File: src/rtl/logic_unit_arbiter_if.sv
// Bus bundle between the two ALU issue ports, the arbiter and the shared
// logic datapath. The slave modport is the arbiter's view; the master
// modport is the surrounding environment's view.
// Optional zero flag on the response is present when LU_ZERO_FLAG_EN is defined.
interface logic_unit_arbiter_if #(
    parameter int unsigned WIDTH = 32
);
    logic             req0_valid;
    logic             req0_ready;
    logic [WIDTH-1:0] req0_a;
    logic [WIDTH-1:0] req0_b;
    logic [2:0]       req0_op;
    logic             req1_valid;
    logic             req1_ready;
    logic [WIDTH-1:0] req1_a;
    logic [WIDTH-1:0] req1_b;
    logic [2:0]       req1_op;
    logic [WIDTH-1:0] lu_a;
    logic [WIDTH-1:0] lu_b;
    logic [2:0]       lu_op;
    logic [WIDTH-1:0] lu_result;
    logic             resp_valid;
    logic             resp_ready;
    logic             resp_id;
    logic [WIDTH-1:0] resp_result;
    logic             resp_err;
`ifdef LU_ZERO_FLAG_EN
    logic             resp_zero;
`endif

    modport slave (
        input  req0_valid, req0_a, req0_b, req0_op,
        input  req1_valid, req1_a, req1_b, req1_op,
        input  lu_result, resp_ready,
        output req0_ready, req1_ready,
        output lu_a, lu_b, lu_op,
        output resp_valid, resp_id, resp_result, resp_err
`ifdef LU_ZERO_FLAG_EN
        , output resp_zero
`endif
    );

    modport master (
        output req0_valid, req0_a, req0_b, req0_op,
        output req1_valid, req1_a, req1_b, req1_op,
        output lu_result, resp_ready,
        input  req0_ready, req1_ready,
        input  lu_a, lu_b, lu_op,
        input  resp_valid, resp_id, resp_result, resp_err
`ifdef LU_ZERO_FLAG_EN
        , input  resp_zero
`endif
    );
endinterface

File: src/rtl/logic_unit_arbiter.sv
// Round-robin arbiter sharing one bitwise logic unit between two requesters.
// One operation in flight: grant, launch operands, wait SETTLE_CYCLES for the
// gates to settle, capture the result and hold it until the consumer takes it.
// Optional macro LU_ZERO_FLAG_EN adds a registered all-zero result flag.
module logic_unit_arbiter #(
    parameter int unsigned WIDTH         = 32,
    parameter int unsigned SETTLE_CYCLES = 2
) (
    input logic                  clk,
    input logic                  reset,
    logic_unit_arbiter_if.slave  bus
);
    typedef enum logic [1:0] {
        IDLE,
        SETTLE,
        RESP
    } state_t;

    state_t           r_state;
    state_t           w_state_next;
    logic             r_prio;
    logic [3:0]       r_cnt;
    logic             r_op_err;
    logic [WIDTH-1:0] r_lu_a;
    logic [WIDTH-1:0] r_lu_b;
    logic [2:0]       r_lu_op;
    logic             r_resp_valid;
    logic             r_resp_id;
    logic [WIDTH-1:0] r_resp_result;
    logic             r_resp_err;
`ifdef LU_ZERO_FLAG_EN
    logic             r_resp_zero;
`endif

    logic             w_grant0;
    logic             w_grant1;
    logic             w_grant;
    logic [WIDTH-1:0] w_capture;

    // Grant decode: a lone requester wins outright, a tie goes to the pointer.
    always_comb begin
        w_grant0 = 1'b0;
        w_grant1 = 1'b0;
        if (r_state == IDLE) begin
            w_grant0 = bus.req0_valid && (!bus.req1_valid || !r_prio);
            w_grant1 = bus.req1_valid && (!bus.req0_valid ||  r_prio);
        end
        w_grant   = w_grant0 || w_grant1;
        w_capture = r_op_err ? '0 : bus.lu_result;
    end

    // Next-state logic for the IDLE -> SETTLE -> RESP cycle.
    always_comb begin
        w_state_next = r_state;
        case (r_state)
            IDLE:    if (w_grant) w_state_next = SETTLE;
            SETTLE:  if (r_cnt == '0) w_state_next = RESP;
            RESP:    if (bus.resp_ready) w_state_next = IDLE;
            default: w_state_next = IDLE;
        endcase
    end

    // State register.
    always_ff @(posedge clk) begin
        if (reset) begin
            r_state <= IDLE;
        end else begin
            r_state <= w_state_next;
        end
    end

    // Launch, settle countdown, capture and response hold.
    always_ff @(posedge clk) begin
        if (reset) begin
            r_prio        <= 1'b0;
            r_cnt         <= '0;
            r_op_err      <= 1'b0;
            r_lu_a        <= '0;
            r_lu_b        <= '0;
            r_lu_op       <= '0;
            r_resp_valid  <= 1'b0;
            r_resp_id     <= 1'b0;
            r_resp_result <= '0;
            r_resp_err    <= 1'b0;
`ifdef LU_ZERO_FLAG_EN
            r_resp_zero   <= 1'b0;
`endif
        end else begin
            case (r_state)
                IDLE: begin
                    if (w_grant) begin
                        r_lu_a    <= w_grant1 ? bus.req1_a  : bus.req0_a;
                        r_lu_b    <= w_grant1 ? bus.req1_b  : bus.req0_b;
                        r_lu_op   <= w_grant1 ? bus.req1_op : bus.req0_op;
                        r_op_err  <= (w_grant1 ? bus.req1_op : bus.req0_op) > 3'd4;
                        r_resp_id <= w_grant1;
                        r_cnt     <= 4'(SETTLE_CYCLES - 1);
                        r_prio    <= ~w_grant1;
                    end
                end
                SETTLE: begin
                    if (r_cnt == '0) begin
                        r_resp_valid  <= 1'b1;
                        r_resp_result <= w_capture;
                        r_resp_err    <= r_op_err;
`ifdef LU_ZERO_FLAG_EN
                        r_resp_zero   <= (w_capture == '0);
`endif
                    end else begin
                        r_cnt <= r_cnt - 4'd1;
                    end
                end
                RESP: begin
                    if (bus.resp_ready) begin
                        r_resp_valid <= 1'b0;
                    end
                end
                default: ;
            endcase
        end
    end

    assign bus.req0_ready  = w_grant0;
    assign bus.req1_ready  = w_grant1;
    assign bus.lu_a        = r_lu_a;
    assign bus.lu_b        = r_lu_b;
    assign bus.lu_op       = r_lu_op;
    assign bus.resp_valid  = r_resp_valid;
    assign bus.resp_id     = r_resp_id;
    assign bus.resp_result = r_resp_result;
    assign bus.resp_err    = r_resp_err;
`ifdef LU_ZERO_FLAG_EN
    assign bus.resp_zero   = r_resp_zero;
`endif
endmodule

File: src/flat_wrapper.sv
// flat-port wrapper written by rule: the top's interface ports become plain ports
module logic_unit_arbiter_flat 
#(
    parameter int unsigned WIDTH         = 32,
    parameter int unsigned SETTLE_CYCLES = 2
)
  (clk, reset, bus_req0_valid, bus_req0_a, bus_req0_b, bus_req0_op, bus_req1_valid, bus_req1_a, bus_req1_b, bus_req1_op, bus_lu_result, bus_resp_ready, bus_req0_ready, bus_req1_ready, bus_lu_a, bus_lu_b, bus_lu_op, bus_resp_valid, bus_resp_id, bus_resp_result, bus_resp_err);
  logic_unit_arbiter_if #(.WIDTH(WIDTH)) bus_i ();
  input logic clk;
  input logic reset;
  input wire logic [$bits(bus_i.req0_valid)-1:0] bus_req0_valid;
  input wire logic [$bits(bus_i.req0_a)-1:0] bus_req0_a;
  input wire logic [$bits(bus_i.req0_b)-1:0] bus_req0_b;
  input wire logic [$bits(bus_i.req0_op)-1:0] bus_req0_op;
  input wire logic [$bits(bus_i.req1_valid)-1:0] bus_req1_valid;
  input wire logic [$bits(bus_i.req1_a)-1:0] bus_req1_a;
  input wire logic [$bits(bus_i.req1_b)-1:0] bus_req1_b;
  input wire logic [$bits(bus_i.req1_op)-1:0] bus_req1_op;
  input wire logic [$bits(bus_i.lu_result)-1:0] bus_lu_result;
  input wire logic [$bits(bus_i.resp_ready)-1:0] bus_resp_ready;
  output wire logic [$bits(bus_i.req0_ready)-1:0] bus_req0_ready;
  output wire logic [$bits(bus_i.req1_ready)-1:0] bus_req1_ready;
  output wire logic [$bits(bus_i.lu_a)-1:0] bus_lu_a;
  output wire logic [$bits(bus_i.lu_b)-1:0] bus_lu_b;
  output wire logic [$bits(bus_i.lu_op)-1:0] bus_lu_op;
  output wire logic [$bits(bus_i.resp_valid)-1:0] bus_resp_valid;
  output wire logic [$bits(bus_i.resp_id)-1:0] bus_resp_id;
  output wire logic [$bits(bus_i.resp_result)-1:0] bus_resp_result;
  output wire logic [$bits(bus_i.resp_err)-1:0] bus_resp_err;
  assign bus_i.req0_valid = bus_req0_valid;
  assign bus_i.req0_a = bus_req0_a;
  assign bus_i.req0_b = bus_req0_b;
  assign bus_i.req0_op = bus_req0_op;
  assign bus_i.req1_valid = bus_req1_valid;
  assign bus_i.req1_a = bus_req1_a;
  assign bus_i.req1_b = bus_req1_b;
  assign bus_i.req1_op = bus_req1_op;
  assign bus_i.lu_result = bus_lu_result;
  assign bus_i.resp_ready = bus_resp_ready;
  assign bus_req0_ready = bus_i.req0_ready;
  assign bus_req1_ready = bus_i.req1_ready;
  assign bus_lu_a = bus_i.lu_a;
  assign bus_lu_b = bus_i.lu_b;
  assign bus_lu_op = bus_i.lu_op;
  assign bus_resp_valid = bus_i.resp_valid;
  assign bus_resp_id = bus_i.resp_id;
  assign bus_resp_result = bus_i.resp_result;
  assign bus_resp_err = bus_i.resp_err;
  logic_unit_arbiter #(.WIDTH(WIDTH), .SETTLE_CYCLES(SETTLE_CYCLES)) u_core (.clk(clk), .reset(reset), .bus(bus_i));
endmodule
File: config.mk
export PLATFORM = sky130hd
export DESIGN_NAME = logic_unit_arbiter_flat
export DESIGN_NICKNAME = d
export VERILOG_FILES = /design/src/rtl/logic_unit_arbiter_if.sv /design/src/rtl/logic_unit_arbiter.sv /design/src/flat_wrapper.sv
export SDC_FILE = /design/constraint.sdc
export NUM_CORES = 1
export LEC_CHECK = 0
export ABC_AREA = 0
export CORE_MARGIN = 2
export CORE_UTILIZATION = 35
export CTS_BUF_LIST = sky130_fd_sc_hd__clkbuf_2 sky130_fd_sc_hd__clkbuf_4 sky130_fd_sc_hd__clkbuf_8
export CTS_CLUSTER_DIAMETER = 30
export DETAILED_ROUTE_END_ITERATION = 8
export PLACE_DENSITY = 0.75
export SLEW_MARGIN = 10
export SYNTH_ARGS = -nofsm -noshare
export SYNTH_HDL_FRONTEND = slang
export SYNTH_SLANG_ARGS = --single-unit
export TNS_END_PERCENT = 5
File: constraint.sdc
create_clock -name clk -period 2.2 [get_ports clk]
set_clock_uncertainty 0.2 [all_clocks]
set_input_delay 0.55 -clock clk [delete_from_list [all_inputs] [get_ports clk]]
set_output_delay 0.55 -clock clk [all_outputs]
set_load 0.1 [all_outputs]
-- After elaboration in Yosys (flattened, before gate mapping)
Cells that the tools add are included.
- input bits: 171
- word-level logic and storage cells: 53
- output and inout bits: 104
- register bits: 110
- bitwise logic cells: 1
- muxes and demuxes: 16
- $add $sub $neg: 1
- eq/ne operators: 6
- reductions and logical operators: 17
- order comparisons: 1
- operators by type and width (operator ; number):
    $mux 32 ; 3
    $reduce_and 3->1 ; 3
    $mux 4 ; 2
    $pmux 4 s2 ; 1
    $mux 2 ; 3
    $pmux 2 s3 ; 1
    $logic_not 4->1 ; 1
    $mux 1 ; 4
    $ne 2x1->1 const B ; 2
    $ne 2x2->1 const B ; 2
    $reduce_and 2->1 ; 2
    $reduce_bool 2->1 ; 2
    $sub 4x1->4 const B ; 1
    $gt 3x3->1 const B ; 1
    $logic_not 1->1 ; 3
    $logic_or 1x1->1 ; 3
    $mux 3 ; 1
    $eq 2x1->1 const B ; 1
    $eq 2x2->1 const B ; 1
    $logic_and 1x1->1 ; 2
    $logic_not 2->1 ; 1
    $pmux 1 s2 ; 1
    $not 1->1 ; 1

-- Depth between registers and ports, before layout
- word-level depth: 7
- mapped depth: 7

-- Worst setup path before layout
No wires, ideal clock.
- kind: input-to-output
- from: input bus_req1_valid
- to: output bus_req1_ready
- path buffers: 2
- slack: -1.097 ns
- stages on the path: 4
- data arrival time: 2.547 ns
- cells stage by stage: or3b_2 > buf_2 > clkbuf_1 > nor2_1
- longest elaborated chain between the ends: 2
- ends and longest elaborated chain (item ; RTL line ; RTL):
    from (decl) ; flat_wrapper.sv:15 ; input wire logic [$bits(bus_i.req1_valid)-1:0] bus_req1_valid;
    $logic_and 1x1->1 ; logic_unit_arbiter.sv:46 ; w_grant1 = bus.req1_valid && (!bus.req0_valid || r_prio);
    $mux 1 ; logic_unit_arbiter.sv:44 ; if (r_state == IDLE) begin
    to (decl) ; flat_wrapper.sv:22 ; output wire logic [$bits(bus_i.req1_ready)-1:0] bus_req1_ready;
Every way passes these cells.

-- Worst setup path after layout
- from: register u_core.r_state[0]
- to: output bus_req1_ready
- longest elaborated chain between the ends: 2
- ends and longest elaborated chain (item ; RTL line ; RTL):
    from (decl) ; logic_unit_arbiter.sv:19 ; state_t r_state;
    from (signal assigned) ; logic_unit_arbiter.sv:68 ; r_state <= w_state_next;
    $logic_not 2->1 ; logic_unit_arbiter.sv:44 ;
    $mux 1 ; logic_unit_arbiter.sv:44 ;
Every way passes these cells.

==> results.ini <==
[clock_tree]
hold_buffers = 0
cts_tree = yes
cts_buffer_depth = 2
cts.root.buffer_cell = clkbuf_8
cts_sinks = 110
clock_latency_ns = 0.39
clk_pin_slew_ns = 0.11
cts_made_buffers = 9
htree_num_levels = 3

[detailed_routing]
wl_um = 20000
drtIter0Drc = 436
dr_total_vias = 6108
drtPass1Iterations = 6
viasPerCell = 5.90
drt.antenna.violating_nets = 0
route.detailed.drc = 0
wl_per_cell_um = 19.3

[floorplan]
dieWidth_um = 123
die_y_um = 123
row_count = 43
die_area_um2 = 15200
coreArea_um2 = 13900
boundaryPins = 275
initial_core_util = 0.359

[logic_synthesis]
synth_seq_area_share = 0.442
synth-main-ff-cell = dfxtp_1
ys_ff_latch = 110
synth_commonest_cells = dfxtp_1, nand3_1, o21ai_0
ys_top_cells_by_area = dfxtp_1, nand3_1, o21ai_0, a21oi_1, nand4b_1
synth.largest_area_cell = dfxtp_1
synthDominantCellAreaShare = 0.442
synth_edf_count = 0
synth_async_sr_flop_share = 0
ys_warn_count = 0
syn_nets = 781
synthCells = 609
yosysMostFrequentCell = dfxtp_1
synthesis.area_um2 = 4990
synth_cell_types = 34
synth_area_per_cell_um2 = 8.19

[worst_setup_path]
end_kind = output port
cp.arrival_ns = 1.48
crit_chain = or3b_4 > nor2_4 > buf_12
startpoint_type = flop
cp_max_fo = 3
regToRegSetupSlack_ns = 0.21
path_class = flop to output port
slowest_delay_ns = 0.41
worst_ep_required_time_ns = 1.45
slowest_stage = or3b_4
critPathTopFamily = simple AND/OR/NAND/NOR gates
cp_num_buf_inv = 1

[global_routing]
grt_max_degree = 70
antenna_found_initial = 1
grt_pass1_vias = 5982
grt_usage = 0.252
grt_pass1_wl_um = 30100
grt_overflow = 0

[sta]
maxSlewHeadroom = 0.727
timing.final.crit_share = 1.01
setup_violations = 1
worst_pin_slew_ns = 0.409
min_period_ns = 2.23
setup_tns_ns = -0.0272
finalMaxSlewViolations = 0
rsz0062_at_grt = true
finalHoldViolCount = 0
timing.final.ws_setup_ns = -0.0272
max_freq_mhz = 449

[outcome]
violations = negative setup slack
run_status = finished, violations left

[layout]
antenna_cells = 0
multi_input_area_um2 = 2500
area_growth_pct = 87.3
nNetsFinal = 1023
drive_gt1_frac = 0.208
seq_area_um2 = 2210
fillers = 1048
final_util = 0.673

[placement]
place_congestion = 0.840
numPortBuffers = 274
dp_hpwl_um = 14100

[job]
maxCapViolations = 0

[worst_hold_path]
holdCritPathClass = flop to flop

[pwr]
power-per-cell-area_nw_per_um2 = 857
p_leak_nw = 3.30
vdd_drop_max_mv = 0.516

==> cell families after synthesis <==
group                    after synthesis  synth area share
AO/OA/AOI/OAI                        249             0.290
adder cells (fa/ha/maj)                1           0.00251
buffers and inverters                 83            0.0675
flip-flops                           110             0.442
AND/OR/NAND/NOR                      166             0.198
==> stage by stage <==
stage,hold WS [ns],cell area [um^2],power (mW),worst slack (ns),instances
after floorplan,0.266,5010,4.91,-0.218,609
after global placement,0.278,9090,6.60,-0.286,1017
after detailed placement,0.299,9090,6.68,-0.325,1017
after CTS,0.310,9330,8.02,-0.0386,1035
after global routing,0.337,9340,8.29,-0.0646,1035
final,0.307,9340,8.01,-0.0272,1035
==> power by group <==
| part | internal [mW] | switching (mW) |
|---|---|---|
| sequential | 2.23 | 0.252 |
| combinational | 1.56 | 2.62 |
| clock | 0.636 | 0.709 |
==> worst min-delay path: cells and delay by family (launching register included) <==
kind,cells,cell delay (ns)
AOI/OAI and AO/OA,1,0.05
DFF,1,0.35
and+or+nand+nor,1,0.07
==> state kept, by name (all words and copies together) (netlist names) <==
signal                  flops
u_core.bus.lu_op            3
u_core.bus.lu_b            32
u_core.r_op_err             1
u_core.r_cnt                4
u_core.bus.resp_result     32
u_core.bus.resp_valid       1
u_core.bus.lu_a            32
u_core.r_prio               1
u_core.r_state              2
u_core.bus.resp_err         1
u_core.bus.resp_id          1
==> timing repair <==
item,4_1_cts,5_1_grt
buffers inserted,3,0
setup endpoints to repair,2,2
gates cloned,0,0
gates resized for setup,8,2
pin swaps,4,0
==> layer usage <==
metal	part of all wire	track usage
met2	0.51	0.450
met5	0.00065	0
met4	0.028	0.0938
met3	0.090	0.0812
met1	0.37	0.277
==> worst paths after layout <==
kind,startpoint,endpoint,depth (start not counted)
setup / recovery,u_core.r_state[0]$_SDFFE_PP0P_,bus_req1_ready,3
hold reg to reg,u_core.bus.resp_valid$_SDFFE_PP0P_,u_core.bus.resp_valid$_SDFFE_PP0P_,2
hold / removal,u_core.bus.resp_valid$_SDFFE_PP0P_,u_core.bus.resp_valid$_SDFFE_PP0P_,2
setup reg to reg,u_core.r_state[1]$_SDFFE_PP0P_,u_core.r_op_err$_SDFFE_PP0P_,5
==> cell usage in the layout (no fill, tap or decap), drive strengths merged, types with 4 or more instances in the layout <==
cell type	synthesis	final
clkdlybuf4s50	0	167
buf	18	142
dfxtp	110	110
nand3	104	104
o21ai	101	101
a21oi	71	71
a31oi	37	37
nand4b	33	33
a311oi	33	33
clkbuf	62	9
nor2	6	6
nand2	4	4
clkinv	0	4
==> cell type report <==
| cell class | count | area share |
|---|---|---|
| Clock buffer | 9 | 0.0133 |
| Clock inverter | 6 | 0.00937 |
| Inverter | 3 | 0.00121 |
| Multi-Input combinational cell | 416 | 0.268 |
| Sequential cell | 110 | 0.237 |
| Tap cell | 180 | 0.0241 |
| Timing Repair Buffer | 311 | 0.448 |
No activity file was read; power rests on OpenSTA's default activity.
